<file path="src/rtl/snake_step_if.sv">
// Signal bundle between the snake step sequencer and its neighbours (keypad decoder,
// move block, body-segment streamer, draw block).
interface snake_step_if #(
    parameter int H = 5,
    parameter int V = 5
);
    // Handshake semantics: there is no ready anywhere on this bus. step and eat are
    // one-cycle strobes the consumer must take in the cycle they are high. seg_req is a
    // level asking the streamer to send body segments. Each seg_vld strobe carries exactly
    // one segment (seg_x/seg_y), and seg_last marks the final one. The sequencer always
    // accepts a strobe while seg_req is high and ignores strobes otherwise.
    logic         start;
    logic         pause;
    logic [3:0]   key_way;
    logic [H-1:0] head_x;
    logic [V-1:0] head_y;
    logic [H-1:0] food_x;
    logic [V-1:0] food_y;
    logic         seg_vld;
    logic [H-1:0] seg_x;
    logic [V-1:0] seg_y;
    logic         seg_last;
    logic         step;
    logic [3:0]   way;
    logic         seg_req;
    logic [9:0]   length;
    logic         eat;
    logic         game_over;
    logic         busy;

    modport slave (
        input  start, pause, key_way, head_x, head_y, food_x, food_y,
               seg_vld, seg_x, seg_y, seg_last,
        output step, way, seg_req, length, eat, game_over, busy
    );

    modport master (
        output start, pause, key_way, head_x, head_y, food_x, food_y,
               seg_vld, seg_x, seg_y, seg_last,
        input  step, way, seg_req, length, eat, game_over, busy
    );
endinterface

</file>
<file path="src/rtl/snake_step_ctrl.sv">
// Game-step sequencer: divides clk into step ticks, latches direction, pulses step,
// scans the body stream for self-collision and decides eat/grow or game over.
module snake_step_ctrl #(
    parameter logic [24:0] TICK_DIV      = 25'd12_500_000,
    parameter int          H_LOGIC_WIDTH = 5,
    parameter int          V_LOGIC_WIDTH = 5,
    parameter logic [9:0]  LEN_INIT      = 10'd3,
    parameter logic [9:0]  LEN_MAX       = 10'd200,
    parameter logic [9:0]  SCAN_TIMEOUT  = 10'd1023
) (
    input  logic         clk,
    input  logic         DLY_RST,
    snake_step_if.slave  bus,
    output logic [2:0]   dbg_state_o
);

    typedef enum logic [2:0] {
        S_IDLE = 3'd0,
        S_RUN  = 3'd1,
        S_STEP = 3'd2,
        S_SCAN = 3'd3,
        S_DONE = 3'd4,
        S_OVER = 3'd5
    } state_t;

    localparam logic [3:0] WAY_RIGHT = 4'b1000;

    state_t      state_q, state_d;
    logic [24:0] tick_cnt_q, tick_cnt_d;
    logic [9:0]  scan_cnt_q, scan_cnt_d;
    logic [3:0]  way_q, way_d;
    logic [3:0]  pending_q, pending_d;
    logic [9:0]  length_q, length_d;
    logic        step_q, step_d;
    logic        seg_req_q, seg_req_d;
    logic        eat_q, eat_d;
    logic        game_over_q, game_over_d;
    logic        busy_q, busy_d;
    logic        hit_q, hit_d;

    logic        key_onehot;
    logic [3:0]  way_opposite;
    logic        key_ok;
    logic        seg_match;
    logic        head_on_food;

    // Swapping R<->L and U<->D gives the reversal of the committed direction.
    assign way_opposite = {way_q[2], way_q[3], way_q[0], way_q[1]};
    assign key_onehot   = (bus.key_way != 4'b0000) &&
                          ((bus.key_way & (bus.key_way - 4'd1)) == 4'b0000);
    assign key_ok       = key_onehot && (bus.key_way != way_opposite);
    assign seg_match    = (bus.seg_x == bus.head_x) && (bus.seg_y == bus.head_y);
    assign head_on_food = (bus.head_x == bus.food_x) && (bus.head_y == bus.food_y);

    always_comb begin
        state_d     = state_q;
        tick_cnt_d  = tick_cnt_q;
        scan_cnt_d  = scan_cnt_q;
        way_d       = way_q;
        pending_d   = pending_q;
        length_d    = length_q;
        game_over_d = game_over_q;
        hit_d       = hit_q;
        eat_d       = 1'b0;

        case (state_q)
            S_IDLE, S_OVER: begin
                if (bus.start) begin
                    state_d     = S_RUN;
                    tick_cnt_d  = 25'd0;
                    way_d       = WAY_RIGHT;
                    pending_d   = WAY_RIGHT;
                    length_d    = LEN_INIT;
                    game_over_d = 1'b0;
                end
            end
            S_RUN: begin
                if (!bus.pause) begin
                    if (tick_cnt_q == TICK_DIV - 25'd1) begin
                        tick_cnt_d = 25'd0;
                        way_d      = pending_q;
                        state_d    = S_STEP;
                    end else begin
                        tick_cnt_d = tick_cnt_q + 25'd1;
                    end
                end
            end
            S_STEP: begin
                hit_d      = 1'b0;
                scan_cnt_d = 10'd0;
                state_d    = S_SCAN;
            end
            S_SCAN: begin
                if (bus.seg_vld && seg_match) begin
                    hit_d = 1'b1;
                end
                if ((bus.seg_vld && bus.seg_last) || (scan_cnt_q == SCAN_TIMEOUT - 10'd1)) begin
                    state_d = S_DONE;
                end else begin
                    scan_cnt_d = scan_cnt_q + 10'd1;
                end
            end
            S_DONE: begin
                tick_cnt_d = 25'd0;
                if (hit_q) begin
                    state_d     = S_OVER;
                    game_over_d = 1'b1;
                end else begin
                    state_d = S_RUN;
                    if (head_on_food) begin
                        eat_d    = 1'b1;
                        length_d = (length_q >= LEN_MAX) ? LEN_MAX : length_q + 10'd1;
                    end
                end
            end
            default: state_d = S_IDLE;
        endcase

        // Reversal is judged against the committed way, so two quick presses cannot U-turn.
        if ((state_q == S_RUN || state_q == S_STEP || state_q == S_SCAN || state_q == S_DONE)
            && key_ok) begin
            pending_d = bus.key_way;
        end

        step_d    = (state_d == S_STEP);
        seg_req_d = (state_d == S_SCAN);
        busy_d    = (state_d == S_STEP) || (state_d == S_SCAN) || (state_d == S_DONE);
    end

    always_ff @(posedge clk) begin
        if (DLY_RST) begin
            state_q     <= S_IDLE;
            tick_cnt_q  <= 25'd0;
            scan_cnt_q  <= 10'd0;
            way_q       <= WAY_RIGHT;
            pending_q   <= WAY_RIGHT;
            length_q    <= LEN_INIT;
            step_q      <= 1'b0;
            seg_req_q   <= 1'b0;
            eat_q       <= 1'b0;
            game_over_q <= 1'b0;
            busy_q      <= 1'b0;
            hit_q       <= 1'b0;
        end else begin
            state_q     <= state_d;
            tick_cnt_q  <= tick_cnt_d;
            scan_cnt_q  <= scan_cnt_d;
            way_q       <= way_d;
            pending_q   <= pending_d;
            length_q    <= length_d;
            step_q      <= step_d;
            seg_req_q   <= seg_req_d;
            eat_q       <= eat_d;
            game_over_q <= game_over_d;
            busy_q      <= busy_d;
            hit_q       <= hit_d;
        end
    end

    assign bus.step      = step_q;
    assign bus.way       = way_q;
    assign bus.seg_req   = seg_req_q;
    assign bus.length    = length_q;
    assign bus.eat       = eat_q;
    assign bus.game_over = game_over_q;
    assign bus.busy      = busy_q;
    assign dbg_state_o   = state_q;

endmodule

</file>
<file path="src/flat_wrapper.sv">
// flat-port wrapper written by rule: the top's interface ports become plain ports
module snake_step_ctrl_flat 
#(
    parameter logic [24:0] TICK_DIV      = 25'd12_500_000,
    parameter int          H_LOGIC_WIDTH = 5,
    parameter int          V_LOGIC_WIDTH = 5,
    parameter logic [9:0]  LEN_INIT      = 10'd3,
    parameter logic [9:0]  LEN_MAX       = 10'd200,
    parameter logic [9:0]  SCAN_TIMEOUT  = 10'd1023
)
  (clk, DLY_RST, dbg_state_o, bus_start, bus_pause, bus_key_way, bus_head_x, bus_head_y, bus_food_x, bus_food_y, bus_seg_vld, bus_seg_x, bus_seg_y, bus_seg_last, bus_step, bus_way, bus_seg_req, bus_length, bus_eat, bus_game_over, bus_busy);
  snake_step_if #(.H(5), .V(5)) bus_i ();
  input  logic clk;
  input  logic DLY_RST;
  output logic [2:0] dbg_state_o;
  input wire logic [$bits(bus_i.start)-1:0] bus_start;
  input wire logic [$bits(bus_i.pause)-1:0] bus_pause;
  input wire logic [$bits(bus_i.key_way)-1:0] bus_key_way;
  input wire logic [$bits(bus_i.head_x)-1:0] bus_head_x;
  input wire logic [$bits(bus_i.head_y)-1:0] bus_head_y;
  input wire logic [$bits(bus_i.food_x)-1:0] bus_food_x;
  input wire logic [$bits(bus_i.food_y)-1:0] bus_food_y;
  input wire logic [$bits(bus_i.seg_vld)-1:0] bus_seg_vld;
  input wire logic [$bits(bus_i.seg_x)-1:0] bus_seg_x;
  input wire logic [$bits(bus_i.seg_y)-1:0] bus_seg_y;
  input wire logic [$bits(bus_i.seg_last)-1:0] bus_seg_last;
  output wire logic [$bits(bus_i.step)-1:0] bus_step;
  output wire logic [$bits(bus_i.way)-1:0] bus_way;
  output wire logic [$bits(bus_i.seg_req)-1:0] bus_seg_req;
  output wire logic [$bits(bus_i.length)-1:0] bus_length;
  output wire logic [$bits(bus_i.eat)-1:0] bus_eat;
  output wire logic [$bits(bus_i.game_over)-1:0] bus_game_over;
  output wire logic [$bits(bus_i.busy)-1:0] bus_busy;
  assign bus_i.start = bus_start;
  assign bus_i.pause = bus_pause;
  assign bus_i.key_way = bus_key_way;
  assign bus_i.head_x = bus_head_x;
  assign bus_i.head_y = bus_head_y;
  assign bus_i.food_x = bus_food_x;
  assign bus_i.food_y = bus_food_y;
  assign bus_i.seg_vld = bus_seg_vld;
  assign bus_i.seg_x = bus_seg_x;
  assign bus_i.seg_y = bus_seg_y;
  assign bus_i.seg_last = bus_seg_last;
  assign bus_step = bus_i.step;
  assign bus_way = bus_i.way;
  assign bus_seg_req = bus_i.seg_req;
  assign bus_length = bus_i.length;
  assign bus_eat = bus_i.eat;
  assign bus_game_over = bus_i.game_over;
  assign bus_busy = bus_i.busy;
  snake_step_ctrl #(.TICK_DIV(TICK_DIV), .H_LOGIC_WIDTH(H_LOGIC_WIDTH), .V_LOGIC_WIDTH(V_LOGIC_WIDTH), .LEN_INIT(LEN_INIT), .LEN_MAX(LEN_MAX), .SCAN_TIMEOUT(SCAN_TIMEOUT)) u_core (.clk(clk), .DLY_RST(DLY_RST), .bus(bus_i), .dbg_state_o(dbg_state_o));
endmodule
</file>
<file path="config.mk">
export PLATFORM = sky130hd
export DESIGN_NAME = snake_step_ctrl_flat
export DESIGN_NICKNAME = d
export VERILOG_FILES = /design/src/rtl/snake_step_if.sv /design/src/rtl/snake_step_ctrl.sv /design/src/flat_wrapper.sv
export SDC_FILE = /design/constraint.sdc
export NUM_CORES = 1
export LEC_CHECK = 0
export CORE_MARGIN = 5
export CORE_UTILIZATION = 34
export DETAILED_ROUTE_END_ITERATION = 6
export MAX_ROUTING_LAYER = met4
export PLACE_DENSITY = 0.65
export SETUP_SLACK_MARGIN = 0.2
export SYNTH_ARGS = -nofsm -noshare
export SYNTH_HDL_FRONTEND = slang
export SYNTH_SLANG_ARGS = --single-unit
</file>
<file path="constraint.sdc">
create_clock -name clk -period 2.5 [get_ports clk]
set_input_delay 0.25 -clock clk [delete_from_list [all_inputs] [get_ports clk]]
set_output_delay 0.25 -clock clk [all_outputs]
set_load 0.005 [all_outputs]
</file>
==> out/metrics.cfg, run 1 <==
[synthesis]
synth_ff_type = dfxtp_1
synth.largest_area_cell = dfxtp_1
synth_top_cell_area_share = 0.356
synth-seq-cells = 62
synth_edf_count = 0
synth.most_common_cell = dfxtp_1
synth_area_leaders = dfxtp_1 36%, xor2_1 6.8%, xnor2_1 6.3%, nor2_1 5.2%, nor4_1 3.2%
synthArstFlopShare = 0
netlist_instances = 409
ys.warnings.count = 0
synthesis.nets = 454
synth_area_um2 = 3490
synth_seq_area_share = 0.356
syn_avg_cell_area_um2 = 8.54
synthDistinctLibCells = 59
ys_top_cells_by_count = 62 x dfxtp_1, 48 x nor2_1, 27 x xor2_1

[clock_network]
cts_inserted_buffers = 9
cts_tree = yes
clk_latency_ns = 0.35
cts.clk_slew.worst_paths_ns = 0.09
h-tree-depth = 3
cts_num_sinks = 62
clock_path_buffers = 2
root_buffer = clkbuf_8

[critical_path]
cp_max_fo = 25
worst_path_max_delay_cell = or3b_2
end_kind = register
worstSetupPathType = reg2reg
crit_path_start_kind = register
crit_required_ns = 2.75
cpPeakStageDelay_ns = 0.60
cp.arrival_ns = 2.40
path_buf_inv = 1
path_cells = or3b_2, a31oi_4, o21ai_4, buf_12, a31oi_1
critical_path.top_delay_family = compound AO/OA/AOI/OAI gates

[pwr]
switching_share = 0.280
power_leakage_uw = 0.00147
clock_power_share = 0.389
seqPwrFrac = 0.486
internal_power_uw = 1490
netSwitchingPower_uw = 580
power.density_nw_per_um2 = 468
vdd_drop_max_mv = 0.277
combPwrFrac = 0.125

[floorplan]
core_um2 = 10200
die_area_um2 = 12400
die_w_um = 111
rows = 37
io_pins = 62
die_h_um = 111
initial_core_util = 0.343

[drt]
wire_per_inst_um = 14.4
routed_wl_um = 8890
drt-initial-drc-count = 188
postRouteAntennaNets = 0
vias_per_cell = 5.27
drtPass1Iterations = 4
drcViolationCount = 0
routed-via-count = 3239

[timing]
rsz0062_at_grt = no
fmax_ghz = 0.465
relSlewSlack = 0.538
setup_viol = 0
hold_viol = 0
worstMarginPinSlew_ns = 0.689
period_share = 0.860
finClkSkew_ns = 0.0179
layout_setup_ws_ns = 0.350
fin_tns_setup_ns = 0
slew_violations = 0
fin_crit_ns = 2.15

[placement]
globalplace.congestion = 0.865
port_buffers = 61
dp_hpwl_um = 6630
dpl_worst_slack_ns = 0.260
post_dp_cell_area_um2 = 4250
dp.cells = 599

[cells_and_area]
drive_above_1_share = 0.0731
diodes = 0
final_cell_count_no_fill = 615
num-fill-cells = 1019
final_area_um2 = 4430
area_delta_synth_final_pct = 27.0
nNetsFinal = 519
final_util = 0.435

[run]
maxCapViolCount = 0

[global_routing]
grt_use_total = 0.151
grt_first_pass_wirelength_um = 15400
grt_max_degree = 26
globalRoute.totalOverflow = 0
grt_pass1_vias = 3200
grt_antenna_before_repair = 0

[outcome]
outcome = completed

[worst_hold_path]
hp-class = reg2reg

[what timing repair did]
action,in CTS,in global routing
gates resized for setup,0,1
hold endpoints to repair,0,0
hold buffers,0,0
setup buffers,0,0
endpoints found under the setup margin,0,1
[layer usage]
metal / global-route usage / wire length (um)
met2: 0.250 / 4210
met1: 0.175 / 4040
met3: 0.0502 / 491
met4: 0.0422 / 148
met5: - / 0
[metrics by stage]
stage | hold WS (ns) | power (uW)
after global routing | 0.540 | 2180
after global placement | 0.490 | 1290
after CTS | 0.512 | 2110
after floorplan | 0.394 | 1170
final | 0.510 | 2070
after detailed placement | 0.498 | 1290
[cell usage in the layout (no fill, tap or decap), types with 4 or more instances in the layout]
cell             instances
a211oi_1                 6
a21oi_1                 16
a31oi_1                  5
and2_1                   5
and3_1                   7
and4_1                   7
buf_4                    8
clkbuf_8                 9
clkdlybuf4s50_1         61
dfxtp_1                 62
ha_1                     5
inv_1                   14
mux2i_1                  6
nand2_1                 22
nand3_1                 18
nand3b_1                 4
nand4_1                 11
nand4b_1                 4
nor2_1                  48
nor3_1                  14
nor4_1                  17
o2111ai_1                4
o21ai_0                 16
or3_1                    6
xnor2_1                 25
xor2_1                  27
[final timing paths]
path,startpoint,slack (ns),end,depth (start not counted)
min reg2reg,u_core.bus.length[8],0.51,u_core.bus.length[8],1
max,u_core.dbg_state_o[0],0.35,u_core.tick_cnt_q[7],5
min,u_core.bus.length[8],0.51,u_core.bus.length[8],1
max reg2reg,u_core.dbg_state_o[0],0.35,u_core.tick_cnt_q[7],5
[registers in the layout, summed over array words and instances, names as in the netlist]
signal                count
u_core.tick_cnt_q        25
u_core.bus.length        10
u_core.scan_cnt_q        10
u_core.bus.way            4
u_core.pending_q          4
u_core.dbg_state_o        3
u_core.bus.busy           1
u_core.bus.eat            1
u_core.bus.game_over      1
u_core.bus.seg_req        1
u_core.bus.step           1
u_core.hit_q              1
[power by group through the flow]
stage               clock network [uW]  registers, uW  logic (uW)
floorplan                            0           1020         143
global placement                     0           1030         257
detailed placement                   0           1030         261
CTS                                845           1010         263
global route                       883           1010         287
finish                             806           1010         260
[kinds of logic after synthesis]
logic type	after synthesis	share of synthesized area
flops	62	0.356
mux	6	0.0172
xor+xnor	52	0.130
buf+inv	31	0.0466
simple gates	180	0.286
compound gates	73	0.146
fa+ha+maj	5	0.0179
[area by class of cell]
class                           count  area, um^2  share of cell area
Clock buffer                        9         124              0.0280
Clock inverter                      7        56.3              0.0127
Inverter                           15        56.3              0.0127
Multi-Input combinational cell    316        2090               0.472
Sequential cell                    62        1240               0.280
Tap cell                          136         170              0.0384
Timing Repair Buffer               70         691               0.156
Power figures use the tool's default switching activity.
==> run 2: changes to the inputs <==
--- a/config.mk
+++ b/config.mk
@@ -5,12 +5,13 @@
 export SDC_FILE = /design/constraint.sdc
 export NUM_CORES = 1
 export LEC_CHECK = 0
-export CORE_MARGIN = 5
+export CORE_MARGIN = 1
 export CORE_UTILIZATION = 34
 export DETAILED_ROUTE_END_ITERATION = 6
 export MAX_ROUTING_LAYER = met4
 export PLACE_DENSITY = 0.65
 export SETUP_SLACK_MARGIN = 0.2
+export SKIP_LAST_GASP = 1
 export SYNTH_ARGS = -nofsm -noshare
 export SYNTH_HDL_FRONTEND = slang
 export SYNTH_SLANG_ARGS = --single-unit
==> out/metrics.cfg, run 2 (same netlist as run 1, synthesis figures left out) <==
[critical_path]
ff2ff_path_depth = 5  ; unchanged
critPathCapture = u_core.tick_cnt_q[7]
r2r_end = u_core.tick_cnt_q[7]
r2r_start = u_core.dbg_state_o[0]
r2r_slack_ns = 0.34  ; about the same
startpoint = u_core.dbg_state_o[0]
cp.arrival_ns = 2.44  ; +0.04 ns
cp_max_fo = 25  ; unchanged
end_kind = register
worstSetupPathType = reg2reg
crit_path_start_kind = register
crit_required_ns = 2.78  ; +0.03 ns

[cells_and_area]
nNetsFinal = 518  ; -0.19%
mostFrequentLayoutCell = dfxtp_1
layout_common_cells = 62 x dfxtp_1, 61 x clkdlybuf4s50_1, 48 x nor2_1
multi_input_area_um2 = 2090  ; about the same
largest_register_ffs = 25  ; unchanged
final_util = 0.451  ; +0.0158
area_delta_synth_final_pct = 27.4
drive_above_1_share = 0.0711  ; -0.00194
final_cell_count_no_fill = 611  ; -0.65%
diodes = 0  ; unchanged
top_register = u_core.tick_cnt_q
num-fill-cells = 964  ; -5.4%
register_area_um2 = 1240  ; unchanged

[timing]
worstMarginPinSlew_ns = 0.657  ; -0.0321 ns
slew_violations = 0  ; unchanged
finClkSkew_ns = 0.0216  ; +0.00366 ns
period_share = 0.864  ; +0.00430
hold_slack_ns = 0.508  ; -0.00228 ns
fmax_ghz = 0.463  ; -0.50%
fin_crit_ns = 2.16  ; +0.0108 ns
relSlewSlack = 0.559  ; +0.0215
setup_viol = 0  ; unchanged
rsz0062_at_grt = no
fin_tns_setup_ns = 0  ; unchanged
hold_viol = 0  ; unchanged

[placement]
dp.cells = 595  ; -0.67%
port_buffers = 61  ; unchanged
globalplace.congestion = 0.799  ; -7.6%
dp_hpwl_um = 6390  ; -3.6%

[clock_network]
root_buffer = clkbuf_8
clock_path_buffers = 2  ; unchanged
cts_tree = yes
post_cts_buffers = 0  ; unchanged
clk_latency_ns = 0.36  ; about the same
cts.clk_slew.worst_paths_ns = 0.09  ; about the same
h-tree-depth = 3  ; unchanged
cts_num_sinks = 62  ; unchanged
cts_inserted_buffers = 9  ; unchanged

[pwr]
power_leakage_uw = 0.00147  ; +0.17%
netSwitchingPower_uw = 599  ; +3.4%
combPwrFrac = 0.117  ; -0.008
seqPwrFrac = 0.460  ; -0.026
vdd_drop_max_mv = 0.226  ; -18%
switching_share = 0.273  ; -0.00643
internal_power_uw = 1590  ; +6.8%
power.density_nw_per_um2 = 493  ; +5.4%
clock_power_share = 0.423  ; +0.034

[drt]
postRouteAntennaNets = 0  ; unchanged
drt-initial-drc-count = 72  ; -62%
wire_per_inst_um = 14.2  ; -1.8%
routed-via-count = 3203  ; -1.1%
drcViolationCount = 0  ; unchanged
vias_per_cell = 5.24  ; -0.46%
routed_wl_um = 8670  ; -2.4%
drtPass1Iterations = 4  ; unchanged

[floorplan]
die_h_um = 103  ; -7.2%
rows = 36  ; -2.7%
die_area_um2 = 10700  ; -14%
io_pins = 62  ; unchanged
initial_core_util = 0.354  ; +0.0111
die_w_um = 103  ; -7.2%
core_um2 = 9860  ; -3.1%

[global_routing]
met1_usage = 0.202  ; +0.0271
grt_first_pass_wirelength_um = 14000  ; -9.4%
globalRoute.totalOverflow = 0  ; unchanged
grt-busiest-layer = met2
grt_pass1_vias = 2960  ; -7.5%
grt_util_met3 = 0.0390  ; -0.0112
grt_max_degree = 26  ; unchanged
grt_antenna_before_repair = 0  ; unchanged
grt_use_total = 0.176  ; +0.0250
use_met2 = 0.297  ; +0.0477

[run]
maxCapViolCount = 0  ; unchanged

[worst_hold_path]
hp-class = reg2reg

[outcome]
outcome = completed

-- run 2: power groups by stage --
| stage | Combinational, uW | Clock, uW | Sequential, uW |
|---|---|---|---|
| 3_3_place_gp | 254 | 0 | 1030 |
| 5_1_grt | 281 | 992 | 1010 |
| 2_1_floorplan | 143 | 0 | 1020 |
| 6_report | 257 | 928 | 1010 |
| 4_1_cts | 260 | 946 | 1010 |
| 3_5_place_dp | 257 | 0 | 1030 |
-- run 2: how the worst min path moves through the flow --
stage,start,to,depth (start not counted)
finish,u_core.pending_q[0],u_core.bus.way[0],2
global route,u_core.pending_q[0],u_core.bus.way[0],2
CTS,u_core.pending_q[0],u_core.bus.way[0],2
detailed placement,u_core.pending_q[0],u_core.bus.way[0],2
global placement,u_core.bus.length[8],u_core.bus.length[8],1
floorplan,bus_key_way[0],u_core.pending_q[0],2
-- run 2: layer usage --
layer  vias to the layer above  wire, um
li1                       1622         -
met1                      1483      3920
met2                        88      4150
met3                        10       514
met4                         0        97
met5                         -         0
-- run 2: layout make-up --
cell class / count / share of cell area
Multi-Input combinational cell: 316 / 0.471
Timing Repair Buffer: 69 / 0.154
Tap cell: 133 / 0.0374
Sequential cell: 62 / 0.279
Clock buffer: 9 / 0.0278
Clock inverter: 7 / 0.0186
Inverter: 15 / 0.0127
-- run 2: per-stage QoR --
step / area (um^2) / setup WS (ns) / power [uW]
2_1_floorplan: 3490 / 0.575 / 1170
3_3_place_gp: 4230 / 0.309 / 1280
3_5_place_dp: 4230 / 0.240 / 1290
4_1_cts: 4440 / 0.371 / 2210
5_1_grt: 4450 / 0.212 / 2280
6_report: 4450 / 0.339 / 2190
-- run 2: timing repair --
item                       in CTS  in global routing
setup endpoints to repair       0                  1
hold buffers                    0                  0
resized for setup               0                  1
-- run 2: worst max-delay path, cell delays in order, from the launching register on --
cell     delay, ns
dfxtp_1       0.58
or3b_2        0.61
a31oi_4       0.49
o21ai_4       0.09
buf_12        0.17
a31oi_1       0.14
==> run 3: changes to the inputs <==
--- a/config.mk
+++ b/config.mk
@@ -6,10 +6,10 @@
 export NUM_CORES = 1
 export LEC_CHECK = 0
 export CORE_MARGIN = 1
-export CORE_UTILIZATION = 34
+export CORE_UTILIZATION = 53
 export DETAILED_ROUTE_END_ITERATION = 6
 export MAX_ROUTING_LAYER = met4
-export PLACE_DENSITY = 0.65
+export PLACE_DENSITY = 0.89
 export SETUP_SLACK_MARGIN = 0.2
 export SKIP_LAST_GASP = 1
 export SYNTH_ARGS = -nofsm -noshare
==> out/metrics.cfg, run 3 (same netlist as run 1, synthesis figures left out) <==
[drt]
routed_wl_um = 8520  ; -1.8%
drt-initial-drc-count = 225  ; +210%
routed-via-count = 3318  ; +3.6%
drcViolationCount = 0  ; unchanged
vias_per_cell = 5.97  ; +14%
postRouteAntennaNets = 0  ; unchanged
wire_per_inst_um = 15.3  ; +7.9%
drtPass1Iterations = 4  ; unchanged

[global_routing]
grt_max_degree = 26  ; unchanged
grt_use_total = 0.267  ; +0.0909
grt_antenna_before_repair = 0  ; unchanged
globalRoute.totalOverflow = 0  ; unchanged
use_met2 = 0.449  ; +0.151
met1_usage = 0.313  ; +0.111
grt-busiest-layer = met2
grt_util_met3 = 0.0537  ; +0.0147
grt_pass1_vias = 3186  ; +7.6%
grt_first_pass_wirelength_um = 14700  ; +4.9%

[pwr]
power.density_nw_per_um2 = 470  ; -4.7%
vdd_drop_max_mv = 0.288  ; +28%
internal_power_uw = 1500  ; -5.7%
switching_share = 0.263  ; -0.0105
netSwitchingPower_uw = 535  ; -11%
seqPwrFrac = 0.494  ; +0.034
power_leakage_uw = 0.00146  ; -0.45%
clock_power_share = 0.378  ; -0.045
combPwrFrac = 0.128  ; +0.011

[critical_path]
end_kind = register
crit_required_ns = 2.77  ; about the same
cp_max_fo = 12  ; -52%
cp.arrival_ns = 2.40  ; -0.04 ns
r2r_end = u_core.scan_cnt_q[8]
crit_path_start_kind = register
ff2ff_path_depth = 7  ; +2
worstSetupPathType = reg2reg
r2r_start = u_core.scan_cnt_q[0]
r2r_slack_ns = 0.37  ; +0.03 ns

[placement]
port_buffers = 61  ; unchanged
post_dp_cell_area_um2 = 4170  ; -1.5%
globalplace.congestion = 0.859  ; +7.5%
dp_hpwl_um = 6340  ; -0.91%

[clock_network]
cts_hold_buffers = 0  ; unchanged
root_buffer = clkbuf_8
cts.clk_slew.worst_paths_ns = 0.07  ; -0.02 ns
cts_tree = yes
post_cts_buffers = 0  ; unchanged
clk_latency_ns = 0.35  ; about the same
cts_num_sinks = 62  ; unchanged
clock_path_buffers = 2  ; unchanged
h-tree-depth = 3  ; unchanged
cts_inserted_buffers = 9  ; unchanged
post_cts_resized = 0  ; unchanged

[cells_and_area]
nNetsFinal = 519  ; +0.19%
diodes = 0  ; unchanged
final_area_um2 = 4340  ; -2.4%
layout_common_cells = 62 x dfxtp_1, 61 x clkdlybuf4s50_1, 48 x nor2_1
mostFrequentLayoutCell = dfxtp_1
area_delta_synth_final_pct = 24.3
largest_register_ffs = 25  ; unchanged
drive_above_1_share = 0.0668  ; -0.00432
top_register = u_core.tick_cnt_q

[floorplan]
io_pins = 62  ; unchanged
rows = 29  ; -19%
core_um2 = 6350  ; -36%
initial_core_util = 0.550  ; +0.196
die_area_um2 = 6910  ; -35%
die_h_um = 83.2  ; -20%
die_w_um = 83.2  ; -20%

[timing]
fin_crit_ns = 2.13  ; -0.0339 ns
hold_viol = 0  ; unchanged
relSlewSlack = 0.554  ; -0.00491
worstMarginPinSlew_ns = 0.664  ; +0.00732 ns
rsz0062_at_grt = no
setup_viol = 0  ; unchanged
slew_violations = 0  ; unchanged
finClkSkew_ns = 0.0109  ; -0.0107 ns
fmax_ghz = 0.470  ; +1.6%
fin_tns_setup_ns = 0  ; unchanged
period_share = 0.851  ; -0.0136

[worst_hold_path]
min_from = u_core.pending_q[0]
min_path_cells = 2  ; unchanged
hp-class = reg2reg
holdPathEnd = u_core.bus.way[0]

[outcome]
outcome = completed

[run]
maxCapViolCount = 0  ; unchanged

run 3: critical path, cell delays in order, from the launching register on:
cell and delay, ns:
dfxtp_1 0.42, inv_1 0.07, ha_1 0.19, and4_1 0.19, a32o_1 0.40, a21o_1 0.30
or3_1 0.36, a21oi_1 0.13
run 3: how the worst max path moves through the flow:
stage                           from                    to  cells past startpoint
5_1_grt         u_core.scan_cnt_q[0]  u_core.scan_cnt_q[8]                      7
2_1_floorplan  u_core.dbg_state_o[1]  u_core.bus.length[3]                      8
3_3_place_gp          bus_key_way[1]   u_core.pending_q[1]                      6
4_1_cts         u_core.scan_cnt_q[0]  u_core.scan_cnt_q[8]                      7
3_5_place_dp          bus_key_way[1]   u_core.pending_q[1]                      6
6_report        u_core.scan_cnt_q[0]  u_core.scan_cnt_q[8]                      7
run 3: metal layers:
layer / vias to the layer above / part of all wire
met5: - / 0
met4: 0 / 0.012
met3: 10 / 0.045
met2: 100 / 0.51
met1: 1591 / 0.44
li1: 1617 / -
run 3: power by group through the flow:
stage | clock network [uW] | registers (uW) | logic [uW]
floorplan | 0 | 1020 | 143
global placement | 0 | 1030 | 250
detailed placement | 0 | 1030 | 258
CTS | 788 | 1010 | 260
global route | 838 | 1010 | 281
finish | 771 | 1010 | 261
run 3: cell type report:
cell class              count  area, um^2
multi-input cells         316        2090
fillers                   486        2010
flip-flops and latches     62        1240
repair buffers             70         691
clock buffers              12         145
well taps                  77        96.3
inverters                  15        56.3
clock inverters             4        22.5
run 3: through the flow:
step	hold slack [ns]	util	total power, uW	setup slack, ns	cells
final	0.500	0.683	2040	0.373	556
after global routing	0.514	0.683	2130	0.235	556
after CTS	0.501	0.683	2050	0.377	556
after detailed placement	0.487	0.657	1290	0.220	540
after global placement	0.486	0.657	1280	0.301	540
after floorplan	0.394	-	1170	0.575	409
